[config.mk]
export PLATFORM = sky130hd
export DESIGN_NAME = fetch_pc_unit
export DESIGN_NICKNAME = d
export VERILOG_FILES = /design/src/rtl/fetch_pc_unit.sv
export SDC_FILE = /design/constraint.sdc
export NUM_CORES = 1
export LEC_CHECK = 0
export CAP_MARGIN = 20
export CORE_AREA = 2 2 133 135
export CTS_CLUSTER_DIAMETER = 80
export DETAILED_ROUTE_END_ITERATION = 8
export DIE_AREA = 0 0 135 137
export GPL_TIMING_DRIVEN = 0
export PLACE_DENSITY = 0.76
export SLEW_MARGIN = 20
export SYNTH_ARGS = -nofsm -noshare
export SYNTH_HDL_FRONTEND = slang
export SYNTH_SLANG_ARGS = --single-unit
[constraint.sdc]
create_clock -name clk -period 1.8 [get_ports clk]
set_clock_uncertainty 0.05 [all_clocks]
set_input_delay 0.18 -clock clk [delete_from_list [all_inputs] [get_ports clk]]
set_output_delay 0.18 -clock clk [all_outputs]
set_load 0.05 [all_outputs]
[src/rtl/fetch_pc_unit.sv]
// fetch_pc_unit
//   Fetch-stage PC register plus IF/ID pipeline register. Issues sequential
//   fetches at pc_q (next PC = pc_q + 4, wrapping at 2^32), accepts branch
//   redirects from EX and stalls from the hazard unit. A one-entry skid
//   buffer catches a word that returns in the same cycle a stall arrives.
//
// Ports
//   clk, rst          clock, synchronous active-high reset
//   stall             hold IF/ID, stop PC advancing into decode
//   branch_taken      redirect request; branch_target[1:0] ignored
//   imem_req/addr     fetch request and address (addr == pc_out)
//   imem_ready/rdata  fetch response for the current imem_addr
//   pc_out            current PC register
//   if_id_*           instruction, its PC+4, and valid flag to decode
module fetch_pc_unit #(
  parameter logic [31:0] RESET_PC  = 32'h0000_0000,
  parameter logic [31:0] NOP_INSTR = 32'h0000_0000
) (
  input  logic        clk,
  input  logic        rst,
  input  logic        stall,
  input  logic        branch_taken,
  input  logic [31:0] branch_target,
  output logic        imem_req,
  output logic [31:0] imem_addr,
  input  logic        imem_ready,
  input  logic [31:0] imem_rdata,
  output logic [31:0] pc_out,
  output logic [31:0] if_id_instr,
  output logic [31:0] if_id_pc_plus4,
  output logic        if_id_valid
);

  // HOLD means the skid buffer holds a word not yet delivered to decode.
  typedef enum logic {FETCH = 1'b0, HOLD = 1'b1} state_t;

  typedef struct packed {
    logic [31:0] instr;
    logic [31:0] pc4;
  } fetch_rec_t;

  state_t     state_q, state_d;
  logic [31:0] pc_q, pc_d;
  fetch_rec_t skid_q, skid_d;
  fetch_rec_t ifid_q, ifid_d;
  logic       vld_q, vld_d;

  logic        fetch_done;
  logic [31:0] pc4;

  assign imem_req   = (state_q == FETCH);
  assign imem_addr  = pc_q;
  assign pc_out     = pc_q;
  assign fetch_done = imem_req & imem_ready;
  assign pc4        = pc_q + 32'd4;

  assign if_id_instr    = ifid_q.instr;
  assign if_id_pc_plus4 = ifid_q.pc4;
  assign if_id_valid    = vld_q;

  always_comb begin
    state_d = state_q;
    pc_d    = pc_q;
    skid_d  = skid_q;
    ifid_d  = ifid_q;
    vld_d   = vld_q;
    if (branch_taken) begin
      // Flush wins over stall; any in-flight response and the skid are dropped.
      pc_d         = {branch_target[31:2], 2'b00};
      state_d      = FETCH;
      skid_d       = {NOP_INSTR, 32'h0};
      ifid_d.instr = NOP_INSTR;
      vld_d        = 1'b0;
    end else if (stall) begin
      if (state_q == FETCH && fetch_done) begin
        // Word arrived while decode is frozen: park it and move PC on.
        skid_d  = {imem_rdata, pc4};
        pc_d    = pc4;
        state_d = HOLD;
      end
    end else if (state_q == HOLD) begin
      // PC already advanced when the word was parked.
      ifid_d  = skid_q;
      vld_d   = 1'b1;
      state_d = FETCH;
    end else if (fetch_done) begin
      ifid_d = {imem_rdata, pc4};
      vld_d  = 1'b1;
      pc_d   = pc4;
    end else begin
      ifid_d.instr = NOP_INSTR;
      vld_d        = 1'b0;
    end
  end

  always_ff @(posedge clk) begin
    if (rst) begin
      state_q <= FETCH;
      pc_q    <= RESET_PC;
      skid_q  <= {NOP_INSTR, 32'h0};
      ifid_q  <= {NOP_INSTR, 32'h0};
      vld_q   <= 1'b0;
    end else begin
      state_q <= state_d;
      pc_q    <= pc_d;
      skid_q  <= skid_d;
      ifid_q  <= ifid_d;
      vld_q   <= vld_d;
    end
  end

endmodule
==> impl_metrics.csv <==
group,metric,value,unit
timing,fmax,0.550,GHz
power,p_total,8.67,mW
timing,whs,0.148,ns
timing,fin_crit,1.82,ns
placement,io_buffers,187,
clock_tree,clkTransAtPathRegs,0.06,ns
logic_synthesis,synth_area_leaders,"dfxtp_1 (42%), a21oi_1 (10%), nand2_1 (7.1%), nor2_1 (4.5%), buf_4 (3.9%)",
hold_path,hp-class,"input port to register",
route,drc_errors,0,
clock_tree,root_buffer,"clkbuf_16",
final_layout,drive_gt1_share,18.2,%
grt,grt_pass1_wl,36500,um
logic_synthesis,yosysUniqueCellTypes,50,
power,p_per_area,808,nW/um2
logic_synthesis,synth-async-reset-ratio,0,%
worst_setup_path,cp-start-kind,"register",
die,core,17100,um2
grt,overflow,0,
logic_synthesis,yosysWarningCount,0,
final_layout,fin_util,62.9,%
route,post_drt_wl_per_cell,17.1,um
logic_synthesis,synth_top_area_cell,"dfxtp_1",
logic_synthesis,syn_area,7400,um2
final_layout,nFillCells,1498,
placement,pre_cts_slack,-0.496,ns
final_layout,instances_no_fill,1422,
placement,gp_congestion,0.921,
logic_synthesis,synth_area_per_cell,7.88,um2
worst_setup_path,worst_setup_path_end_kind,"register",
grt,antenna_found_initial,0,
timing,setup_viol,3,
die,num_rows,48,
logic_synthesis,yosysMostFrequentCell,"dfxtp_1",
logic_synthesis,synth_flop_cell,"dfxtp_1",
clock_tree,cts_made_buffers,17,
route,dr.pass1.iters,7,
final_layout,multi_input_area,3970,um2
grt,gr-usage-all-layers,25.1,%
timing,rsz0062_at_grt,"true",
timing,setup_tns,-0.0298,ns
placement,placed_area,9720,um2
route,viasPerCell,5.41,
timing,slew_headroom,50.3,%
clock_tree,clk_path_buf_depth,2,
route,drtIter0Drc,580,
grt,grt_pass1_vias,7015,
clock_tree,cts.sinks,156,
clock_tree,clk_latency,0.43,ns
timing,fin_crit_sh,101,%
die,initial_core_util,43.4,%
route,routed_wl,24300,um
outcome,failed_checks,"setup timing",
die,die_y,137,um
placement,post-place-cells,1356,
logic_synthesis,synth_seq_cells,156,
placement,post-dp-hpwl,16800,um
final_layout,fin_area,10700,um2
final_layout,final_nets,1255,
power,ir_worst_vdd,0.710,mV
timing,tightest_slew,0.746,ns
logic_synthesis,synth-edff-count,0,
outcome,status,"finished with violations",
die,ios,199,
worst_setup_path,critical_path_arrival,2.04,ns
die,die_w,135,um
worst_setup_path,worst-path-max-fanout,6,
grt,grt_max_degree,17,
final_layout,area_growth,45.0,%
final_layout,num_antenna_cells,0,
timing,final_max_slew_viol_count,0,
logic_synthesis,synthTopCellsByCount,"dfxtp_1 (156), a21oi_1 (149), nand2_1 (139), nor2_1 (89), clkbuf_1 (57)",
job,cap_viol_max_count,0,
route,final_antenna_net_count,0,
logic_synthesis,synth_cells,939,
timing,final-hold-violation-count,0,
power,p_leak,4.63,nW
logic_synthesis,yosysSeqAreaShare,42.2,%
worst_setup_path,cp.required,2.02,ns
timing,setup_ws,-0.0189,ns
die,die-area,18500,um2
clock_tree,htree_levels,4,
logic_synthesis,synth_top_area_share,42.2,%
route,via_count,7692,
worst_setup_path,worstSetupPathType,"register to register",
clock_tree,cts_tree,"done",
final_layout,regArea,3200,um2
-- cell families after synthesis --
kind of cell | after synthesis | share of synthesized area, %
buffers and inverters | 122 | 8.32
AOI/OAI and AO/OA | 245 | 19.0
other | 1 | 0.0507
muxes | 8 | 1.08
xor gates and xnor gates | 53 | 6.27
adders and majority gates | 1 | 0.169
and+or+nand+nor | 353 | 22.9
DFF | 156 | 42.2
-- layout by cell type (no fill, tap or decap), drive strengths merged, types with 6 or more instances in the layout --
master	instances
a211oi	32
a21oi	149
and2	6
and3	17
buf	96
clkbuf	75
clkdlybuf4s50	63
clkinv	8
conb	6
dfxtp	156
dlygate4sd2	111
dlymetal6s2s	8
inv	10
mux2i	8
nand2	139
nand3	49
nand4	19
nor2	89
nor3	13
nor4	6
o21ai	34
o22ai	11
or3	7
xnor2	23
xor2	30
-- state kept, by name, summed over array words and instances (netlist names) --
register,flops
skid_q,62
if_id_instr,32
if_id_pc_plus4,30
imem_addr,30
if_id_valid,1
state_q,1
-- path summary, 6_finish.rpt --
check,slack (ns),endpoint,cells past startpoint,start
hold reg to reg,0.40,skid_q[32],2,skid_q[32]
setup / recovery,-0.02,if_id_pc_plus4[23],6,imem_addr[12]
hold / removal,0.15,state_q,3,imem_ready
setup reg to reg,-0.02,if_id_pc_plus4[23],6,imem_addr[12]
-- what timing repair did --
| action | in CTS | in global routing |
|---|---|---|
| setup endpoints to repair | 220 | 139 |
| gates resized for setup | 153 | 78 |
| buffers inserted | 14 | 25 |
| gates cloned | 1 | 0 |
| endpoints found under the hold margin | 0 | 0 |
| pin swaps | 12 | 26 |
| hold buffers | 0 | 0 |
-- worst max-delay path, cell delays in order, from the launching register on --
cell and delay [ns]:
dfxtp_4 0.40, and3_1 0.30, nand4_4 0.18, buf_6 0.19, nor3_2 0.18, xnor2_1 0.21, o22ai_1 0.15
-- power breakdown --
part / leakage, nW / switching, mW / internal (mW)
registers: 1.28 / 0.155 / 3.57
logic: 3.06 / 1.04 / 0.558
clock network: 0.282 / 1.45 / 1.90
total: 4.63 / 2.64 / 6.03
-- area by class of cell --
class                   count  share of cell area [%]
clock buffers              20                    4.46
clock inverters            11                   0.595
inverters                   7                   0.268
flip-flops and latches    156                    29.9
multi-input cells         666                    37.0
repair buffers            227                    19.3
plain buffers             110                    5.89
well taps                 225                    2.62
-- metal layers --
metal,vias up,global-route usage [%],wire length [um]
met5,-,0,0
met4,0,8.33,646
met3,67,5.96,1900
met2,353,40.8,11500
met1,3591,33.0,10300
li1,3681,-,-
No activity file was read; power rests on OpenSTA's default activity.
